$ cat config.mk
export PLATFORM = sky130hd
export DESIGN_NAME = fifosync_flex_flat
export DESIGN_NICKNAME = d
export VERILOG_FILES = /design/src/rtl/fifosync_flex_if.sv /design/src/rtl/fifosync_flex.sv /design/src/flat_wrapper.sv
export SDC_FILE = /design/constraint.sdc
export NUM_CORES = 1
export LEC_CHECK = 0
export ABC_AREA = 1
export BUFFER_PORTS_ARGS = -buffer_cell sky130_fd_sc_hd__buf_2
export CORE_MARGIN = 4
export CORE_UTILIZATION = 61
export DETAILED_ROUTE_END_ITERATION = 10
export HOLD_SLACK_MARGIN = 0.06
export PLACE_DENSITY = 0.84
export SYNTH_ARGS = -nofsm -noshare
export SYNTH_HDL_FRONTEND = slang
export SYNTH_SLANG_ARGS = --single-unit
$ cat constraint.sdc
create_clock -name clk -period 2.16 [get_ports clk]
set_input_delay 0.432 -clock clk [delete_from_list [all_inputs] [get_ports clk]]
set_output_delay 0.432 -clock clk [all_outputs]
set_load 0.05 [all_outputs]
$ cat src/rtl/fifosync_flex_if.sv
`default_nettype none
// +--------------------------------------------------------------------+
// | fifosync_flex_if                                                   |
// | Producer/consumer bundle for the fifosync_flex synchronous FIFO.   |
// | Revision: 1.0                                                      |
// +--------------------------------------------------------------------+
interface fifosync_flex_if #(
    parameter int DW = 16,
    parameter int AW = 4
);
    logic          wr_en;
    logic [DW-1:0] wr_data;
    logic          rd_en;
    logic [DW-1:0] rd_data;
    logic          rd_valid;
    logic          full;
    logic          empty;
    logic          almost_full;
    logic          almost_empty;
    logic [AW:0]   level;
    logic          err_clr;
    logic          overflow;
    logic          underflow;

    modport master (
        output wr_en, wr_data, rd_en, err_clr,
        input  rd_data, rd_valid, full, empty, almost_full, almost_empty,
               level, overflow, underflow
    );

    modport slave (
        input  wr_en, wr_data, rd_en, err_clr,
        output rd_data, rd_valid, full, empty, almost_full, almost_empty,
               level, overflow, underflow
    );
endinterface
`default_nettype wire

$ cat src/rtl/fifosync_flex.sv
`default_nettype none
// +--------------------------------------------------------------------+
// | fifosync_flex                                                      |
// | Single-clock FIFO: registered or FWFT read, programmable almost    |
// | thresholds, fill level, write-while-full pass-through.             |
// | Optional sticky error flags: define FIFOSYNC_FLEX_ERR_EN.          |
// | Revision: 1.0                                                      |
// +--------------------------------------------------------------------+
module fifosync_flex #(
    parameter int DW     = 16,
    parameter int AW     = 4,
    parameter int FWFT   = 0,
    parameter int AFULL  = 12,
    parameter int AEMPTY = 2
) (
    input  wire logic       clk,
    input  wire logic       rst_n,
    fifosync_flex_if.slave  bus
);

    localparam int            DEPTH    = 1 << AW;
    localparam logic [AW:0]   c_depth  = (AW+1)'(DEPTH);
    localparam logic [AW:0]   c_afull  = (AW+1)'(AFULL);
    localparam logic [AW:0]   c_aempty = (AW+1)'(AEMPTY);
    localparam logic [AW:0]   c_lvl_one = (AW+1)'(1);
    localparam logic [AW-1:0] c_ptr_one = AW'(1);

    logic [DW-1:0] r_mem [DEPTH];
    logic [AW-1:0] r_wr_ptr;
    logic [AW-1:0] r_rd_ptr;
    logic [AW:0]   r_level;
    logic [AW:0]   w_level_nxt;
    logic          w_full;
    logic          w_empty;
    logic          w_rd_acc;
    logic          w_wr_acc;

    assign w_full   = (r_level == c_depth);
    assign w_empty  = (r_level == '0);
    assign w_rd_acc = bus.rd_en && !w_empty;
    // A full FIFO still takes a write when a pop frees a slot this cycle.
    assign w_wr_acc = bus.wr_en && (!w_full || w_rd_acc);

    always_comb begin
        w_level_nxt = r_level;
        case ({w_wr_acc, w_rd_acc})
            2'b10:   w_level_nxt = r_level + c_lvl_one;
            2'b01:   w_level_nxt = r_level - c_lvl_one;
            default: w_level_nxt = r_level;
        endcase
    end

    always_ff @(posedge clk) begin
        if (!rst_n) begin
            r_wr_ptr <= '0;
            r_rd_ptr <= '0;
            r_level  <= '0;
        end else begin
            r_level <= w_level_nxt;
            if (w_wr_acc) begin
                r_wr_ptr <= r_wr_ptr + c_ptr_one;
            end
            if (w_rd_acc) begin
                r_rd_ptr <= r_rd_ptr + c_ptr_one;
            end
        end
    end

    // Storage is not reset; pointers define which entries are live.
    always_ff @(posedge clk) begin
        if (w_wr_acc) begin
            r_mem[r_wr_ptr] <= bus.wr_data;
        end
    end

    assign bus.full         = w_full;
    assign bus.empty        = w_empty;
    assign bus.almost_full  = (r_level >= c_afull);
    assign bus.almost_empty = (r_level <= c_aempty);
    assign bus.level        = r_level;

    generate
        if (FWFT != 0) begin : g_fwft
            assign bus.rd_data  = r_mem[r_rd_ptr];
            assign bus.rd_valid = !w_empty;
        end else begin : g_reg_read
            logic [DW-1:0] r_rd_data;
            logic          r_rd_valid;

            always_ff @(posedge clk) begin
                if (!rst_n) begin
                    r_rd_data  <= '0;
                    r_rd_valid <= 1'b0;
                end else if (w_rd_acc) begin
                    r_rd_data  <= r_mem[r_rd_ptr];
                    r_rd_valid <= 1'b1;
                end else begin
                    r_rd_valid <= 1'b0;
                end
            end

            assign bus.rd_data  = r_rd_data;
            assign bus.rd_valid = r_rd_valid;
        end
    endgenerate

`ifdef FIFOSYNC_FLEX_ERR_EN
    logic r_overflow;
    logic r_underflow;

    // A fresh error in the err_clr cycle keeps the flag set.
    always_ff @(posedge clk) begin
        if (!rst_n) begin
            r_overflow  <= 1'b0;
            r_underflow <= 1'b0;
        end else begin
            if (bus.wr_en && !w_wr_acc) begin
                r_overflow <= 1'b1;
            end else if (bus.err_clr) begin
                r_overflow <= 1'b0;
            end
            if (bus.rd_en && w_empty) begin
                r_underflow <= 1'b1;
            end else if (bus.err_clr) begin
                r_underflow <= 1'b0;
            end
        end
    end

    assign bus.overflow  = r_overflow;
    assign bus.underflow = r_underflow;
`else
    logic w_err_clr_unused;
    assign w_err_clr_unused = bus.err_clr;
    assign bus.overflow     = 1'b0;
    assign bus.underflow    = 1'b0;
`endif

endmodule
`default_nettype wire
$ cat src/flat_wrapper.sv
// flat-port wrapper written by rule: the top's interface ports become plain ports
module fifosync_flex_flat 
#(
    parameter int DW     = 16,
    parameter int AW     = 4,
    parameter int FWFT   = 0,
    parameter int AFULL  = 12,
    parameter int AEMPTY = 2
)
  (clk, rst_n, bus_wr_en, bus_wr_data, bus_rd_en, bus_err_clr, bus_rd_data, bus_rd_valid, bus_full, bus_empty, bus_almost_full, bus_almost_empty, bus_level, bus_overflow, bus_underflow);
  fifosync_flex_if #(.DW(DW), .AW(AW)) bus_i ();
  input  wire logic clk;
  input  wire logic rst_n;
  input wire logic [$bits(bus_i.wr_en)-1:0] bus_wr_en;
  input wire logic [$bits(bus_i.wr_data)-1:0] bus_wr_data;
  input wire logic [$bits(bus_i.rd_en)-1:0] bus_rd_en;
  input wire logic [$bits(bus_i.err_clr)-1:0] bus_err_clr;
  output wire logic [$bits(bus_i.rd_data)-1:0] bus_rd_data;
  output wire logic [$bits(bus_i.rd_valid)-1:0] bus_rd_valid;
  output wire logic [$bits(bus_i.full)-1:0] bus_full;
  output wire logic [$bits(bus_i.empty)-1:0] bus_empty;
  output wire logic [$bits(bus_i.almost_full)-1:0] bus_almost_full;
  output wire logic [$bits(bus_i.almost_empty)-1:0] bus_almost_empty;
  output wire logic [$bits(bus_i.level)-1:0] bus_level;
  output wire logic [$bits(bus_i.overflow)-1:0] bus_overflow;
  output wire logic [$bits(bus_i.underflow)-1:0] bus_underflow;
  assign bus_i.wr_en = bus_wr_en;
  assign bus_i.wr_data = bus_wr_data;
  assign bus_i.rd_en = bus_rd_en;
  assign bus_i.err_clr = bus_err_clr;
  assign bus_rd_data = bus_i.rd_data;
  assign bus_rd_valid = bus_i.rd_valid;
  assign bus_full = bus_i.full;
  assign bus_empty = bus_i.empty;
  assign bus_almost_full = bus_i.almost_full;
  assign bus_almost_empty = bus_i.almost_empty;
  assign bus_level = bus_i.level;
  assign bus_overflow = bus_i.overflow;
  assign bus_underflow = bus_i.underflow;
  fifosync_flex #(.DW(DW), .AW(AW), .FWFT(FWFT), .AFULL(AFULL), .AEMPTY(AEMPTY)) u_core (.clk(clk), .rst_n(rst_n), .bus(bus_i));
endmodule
* Word level (Yosys, flattened, before mapping)
Memories as Yosys holds them, arrays and structs flattened. A register that Yosys moved wholly into a read port is not among the register bits.
Index checks and enable logic that the tools add are counted.
W data, S select, Z words.
** Operators by class
- Bitwise logic cells :: 0
- Mux-type cells :: 4
- $add $sub $neg :: 4
- Order comparisons :: 2
- Multipliers :: 0
- Shifts and indexed selects :: 0
- Reduce and logical (&&, ||, !) cells :: 8
- Div/mod/pow operators :: 0
- Equal/unequal tests :: 3
** Operator list (number)
- $pmux W5 S2 :: 1
- $add A4 B1 Y4 const B :: 2
- $add A5 B1 Y5 const B :: 1
- $eq A5 B5 Y1 const B :: 1
- $ge A5 B4 Y1 const B :: 1
- $le A5 B2 Y1 const B :: 1
- $logic_not A5 Y1 :: 1
- $sub A5 B1 Y5 const B :: 1
- $logic_not A1 Y1 :: 3
- $mux W1 :: 3
- $eq A2 B1 Y1 const B :: 1
- $eq A2 B2 Y1 const B :: 1
- $logic_and A1 B1 Y1 :: 2
- $reduce_bool A2 Y1 :: 1
- $logic_or A1 B1 Y1 :: 1
** Storage, ports and cells
- Bits in latches :: 0
- RAM bits :: 256
- Word-level logic and storage cells :: 26
- Memory bits (read-only) :: 0
- Bits in registers :: 14
- Input port bits :: 21
- Output and inout bits :: 28
- Memories :: 1
** Memories
- u_core.r_mem :: depth 16, width 16, rd ports 1, clocked after Yosys merged registers in 1, wr ports 1, RTL line fifosync_flex.sv:28 : logic [DW-1:0] r_mem [DEPTH];

* Depth between registers and ports, before layout
- Word-level depth :: 7
- Gate-level depth with buffers :: 13
- Gate-level depth less buffers :: 13

* Least setup slack after synthesis
No wires, ideal clock.
- Path type :: reg2reg
- Start :: reg u_core.r_level[0] (netlist: u_core.bus.level[0])
- End :: mem u_core.r_mem[0][0], enable pin
- Cell stages (with the launch flop) :: 7
- Data required time :: 1.772 ns
- Slack :: -0.156 ns
- Setup time :: 0.388 ns
- Period minus slack after synthesis :: 2.316 ns
- Buffers on the path :: 0
- Data arrival time :: 1.928 ns
- Cells stage by stage :: dfxtp_1 -> nor2_1 -> nand3_1 -> o21ai_2 -> inv_2 -> nand2_1 -> nor2_1
** Between the ends
- Cells in the longest elaborated chain, start to end :: 7
- Elaborated cells on any way between the ends :: 9
- Those cells by class :: 1 x eq/ne; 2 x mux; 6 x reduce/logical
** RTL lines
- from (decl) :: RTL line fifosync_flex.sv:31 : logic [AW:0] r_level;
- from (signal assigned) :: RTL line fifosync_flex.sv:59 : r_level <= w_level_nxt;
- $logic_not A5 Y1 :: RTL line fifosync_flex.sv:39 : assign w_empty = (r_level == '0);
- $logic_not A1 Y1 :: RTL line fifosync_flex.sv:40 : assign w_rd_acc = bus.rd_en && !w_empty;
- $logic_and A1 B1 Y1 :: RTL line fifosync_flex.sv:40
- $logic_or A1 B1 Y1 (*) :: RTL line fifosync_flex.sv:42 : assign w_wr_acc = bus.wr_en && (!w_full || w_rd_acc);
- $logic_and A1 B1 Y1 (*) :: RTL line fifosync_flex.sv:42
- $mux W1 (*) :: RTL line fifosync_flex.sv:71 : if (w_wr_acc) begin
- $mux W1 (not written as such) (*) :: RTL line fifosync_flex.sv:72 : r_mem[r_wr_ptr] <= bus.wr_data;
- to (decl) :: RTL line fifosync_flex.sv:28
Mark *: on every way between the ends. The rest lies on a longest branch, timed or not.

* Worst setup path after layout
- Start :: reg u_core.r_level[2] (netlist: u_core.bus.level[2])
- End :: reg u_core.r_level[4] (netlist: u_core.bus.level[4])
** Between the ends
- Cells in the longest elaborated chain, start to end :: 7
- Elaborated cells on any way between the ends :: 13
- Those cells by class :: 2 x add/sub; 3 x eq/ne; 1 x mux; 7 x reduce/logical
** RTL lines
- $logic_not A5 Y1 :: RTL line fifosync_flex.sv:39
- $logic_not A1 Y1 :: RTL line fifosync_flex.sv:40
- $logic_and A1 B1 Y1 :: RTL line fifosync_flex.sv:40
- $logic_or A1 B1 Y1 :: RTL line fifosync_flex.sv:42
- $logic_and A1 B1 Y1 :: RTL line fifosync_flex.sv:42
- $eq A2 B1 Y1 or $eq A2 B2 Y1 (tied branches) :: RTL line fifosync_flex.sv:46 : case ({w_wr_acc, w_rd_acc})
- $pmux W5 S2 or $reduce_bool A2 Y1 (tied branches)
Parallel ways exist; a longest one is shown, timed or not.
A chain may end at the register's enable or synchronous reset.

==> impl_metrics.tcl <==
set metrics [dict create \
    status "complete, no violations" \
    busiest_layer "met2" \
    port_buffers 45 \
    clockBufferDepth 3 \
    cts_sinks 286 \
    r2r_slack_ns 0.17 \
    finalSetupTns_ns 0 \
    htreeDepth 1 \
    intPower_mw 9.75 \
    fin_worst_skew_ns 0.0312 \
    final_antenna_net_count 0 \
    r2r-start "u_core.bus.level[2]$_SDFFE_PN0P_" \
    cts_buffers 27 \
    p_comb_share_pct 26.2 \
    required_ns 2.60 \
    placement_rows 51 \
    p_switching_mw 4.88 \
    startpoint_type "flip-flop" \
    routed_wl_um 28700 \
    post-route-min-period_ns 1.99 \
    track_usage_pct 26.1 \
    clkTransAtPathRegs_ns 0.07 \
    grt_use_met3_pct 5.21 \
    ir_drop_v 0.000626 \
    final_layout_size_suffix_gt1_share_pct 12.8 \
    start_util_pct 62.3 \
    yosysSeqAreaShare_pct 67.9 \
    grt_setup_unrepaired "false" \
    grt_max_degree 67 \
    cts_setup_buffers 0 \
    p_leak_nw 5.84 \
    viasPerCell 5.62 \
    maxCapViolCount 0 \
    gp_congestion 0.922 \
    fin_hold_ws_ns 0.215 \
    fillers 1252 \
    cp.arrival_ns 2.43 \
    syn-cell-area_sq_mm 0.0122 \
    setup_viol 0 \
    slew_violations 0 \
    drc 0 \
    area_delta_synth_final_pct 12.9 \
    finalHoldViolCount 0 \
    ios 49 \
    clk_latency_ns 0.55 \
    nets 1292 \
    critPathCaptureType "flip-flop" \
    max_freq_mhz 502 \
    synthCells 1202 \
    drt_first_pass_iters 6 \
    yosysWarnings 0 \
    synth_cell_types 25 \
    crit_path_max_fanout 7 \
    max_slew_margin_pct 58.1 \
    p_per_area_mw_per_mm2 1060 \
    tritoncts "done" \
    dieArea_sq_mm 0.0223 \
    coreArea_sq_mm 0.0196 \
    syn_area_per_cell_sq_um 10.2 \
    clkPwrFrac_pct 29.8 \
    hp-start "bus_rd_en" \
    min_period_over_period_pct 92.2 \
    ys_ff_latch 286 \
    use_met2_pct 41.6 \
    min_path_type "in2reg" \
    seq_power_share_pct 44.0 \
    vias 8688 \
    grt_pass1_wl_um 44900 \
    path_class "reg2reg" \
    dp_hpwl_um 17000 \
    gr-total-overflow 0 \
    drtIter0Drc 1153 \
    switching_share_pct 33.3 \
    die_h_um 149 \
    ctsHoldBuffers 0 \
    utilization_pct 70.4 \
    rr_endpoint "u_core.bus.level[4]$_SDFFE_PN0P_" \
    min_to "u_core.bus.rd_valid$_SDFF_PN0_" \
    antenna_found_initial 2 \
    clockRootBuffer "clkbuf_16" \
    grt_pass1_vias 8507 \
    post_drt_wl_per_cell_um 18.5 \
    worstMarginPinSlew_ns 0.626 \
    r2r_cells 13 \
    die-width_um 149 \
    met1_usage_pct 35.2 \
    hold_depth 3 \
]
-- cell families (layout without fill, tap and decap cells) --
| family | count (synthesis) | in the layout | synth area share (%) |
|---|---|---|---|
| AND/OR/NAND/NOR | 642 | 642 | 21.8 |
| flip-flops | 286 | 286 | 67.9 |
| buffers and inverters | 225 | 302 | 7.54 |
| AO/OA/AOI/OAI | 36 | 36 | 1.53 |
| adder cells (fa/ha/maj) | 9 | 9 | 0.984 |
| XOR/XNOR | 3 | 3 | 0.215 |
| other | 1 | 4 | 0.0307 |
-- power groups by stage --
| stage | Combinational [mW] | Clock (mW) | Sequential [mW] |
|---|---|---|---|
| 2_1_floorplan | 2.28 | 0 | 6.97 |
| 3_3_place_gp | 3.65 | 0 | 6.54 |
| 3_5_place_dp | 3.74 | 0 | 6.55 |
| 4_1_cts | 3.79 | 4.40 | 6.43 |
| 5_1_grt | 4.21 | 4.65 | 6.45 |
| 6_report | 3.83 | 4.36 | 6.44 |
-- flip-flops by register name (all words and copies together) (netlist names) --
register             flops
u_core.bus.rd_valid      1
u_core.bus.level         5
u_core.r_mem           256
u_core.bus.rd_data      16
u_core.r_rd_ptr          4
u_core.r_wr_ptr          4
-- stage by stage --
stage	area, sq um	worst slack [ns]	power (mW)	instances
3_3_place_gp	13000	0.107	10.2	1498
3_5_place_dp	13000	0.0159	10.3	1498
5_1_grt	13800	0.00151	15.3	1546
6_report	13800	0.168	14.6	1547
4_1_cts	13800	0.00536	14.6	1545
2_1_floorplan	12200	0.0497	9.25	1203
-- synthesized netlist by cell type --
master	number	area, sq um
nand2_1	355	1330
edfxtp_1	256	7690
nand3_1	187	936
inv_1	159	597
nor2_1	94	353
buf_2	31	155
dfxtp_1	30	601
o21ai_0	17	85.1
buf_1	11	41.3
a21oi_1	10	50.1
buf_4	10	75.1
clkbuf_1	8	30.0
ha_1	8	100
o21ai_1	7	35.0
inv_2	5	18.8
nand2_2	4	25.0
xor2_1	2	17.5
clkinv_1	1	3.75
conb_1	1	3.75
fa_1	1	20.0
nand3b_1	1	7.51
nor2_2	1	6.26
o21ai_2	1	8.76
o21bai_1	1	7.51
xnor2_1	1	8.76
-- critical path: stages (launching register included) --
cell and delay, ns:
dfxtp_2 0.35, nor2_2 0.15, nand3_1 0.15, nand2_4 0.14, inv_2 0.05, nand2_2 0.08
inv_1 0.08, ha_1 0.33, a21oi_2 0.18, nand3_1 0.09, nand2_1 0.09, nand3_1 0.07
nand2_1 0.07, nor2_1 0.04
-- placed cells by master, fill, tap and decap left out, drive strengths merged, types with 2 or more instances in the layout --
cell      instances
nand3           187
edfxtp          256
conb              2
ha                8
nor2             95
diode             2
inv             164
dfxtp            30
clkinv           13
buf              90
clkinvlp          3
clkbuf           31
xor2              2
nand2           359
a21oi            10
o21ai            25
-- per-layer routing --
metal	vias up	routed length, um
met5	-	13
met4	2	1260
met3	97	2830
met2	474	13500
met1	4083	11100
li1	4032	-
-- final cells by class --
type	count	area (sq um)	area share, %
Antenna cell	2	5.00	0.0363
Timing Repair Buffer	90	663	4.81
Multi-Input combinational cell	692	3060	22.2
Clock buffer	31	691	5.01
Tap cell	265	332	2.41
Clock inverter	16	111	0.808
Sequential cell	286	8300	60.2
Inverter	165	621	4.50
-- worst max-delay path by stage --
stage / from / end / slack [ns] / cells past startpoint
after floorplan: u_core.bus.level[2]$_SDFFE_PN0P_ / u_core.r_mem[0][0]$_DFFE_PP_ / 0.05 / 6
after global placement: u_core.bus.level[2]$_SDFFE_PN0P_ / u_core.r_mem[1][1]$_DFFE_PP_ / 0.11 / 6
after detailed placement: u_core.bus.level[2]$_SDFFE_PN0P_ / u_core.r_mem[1][1]$_DFFE_PP_ / 0.02 / 6
after CTS: u_core.bus.level[2]$_SDFFE_PN0P_ / u_core.r_mem[0][14]$_DFFE_PP_ / 0.005 / 6
after global routing: u_core.bus.level[2]$_SDFFE_PN0P_ / u_core.bus.level[4]$_SDFFE_PN0P_ / 0.002 / 13
final: u_core.bus.level[2]$_SDFFE_PN0P_ / u_core.bus.level[4]$_SDFFE_PN0P_ / 0.17 / 13
-- what timing repair did --
action | 4_1_cts | 5_1_grt
endpoints found under the setup margin | 0 | 40
gates resized for setup | 0 | 5
endpoints found under the hold margin | 0 | 0
Note: power is estimated with default switching activity, not from simulation.
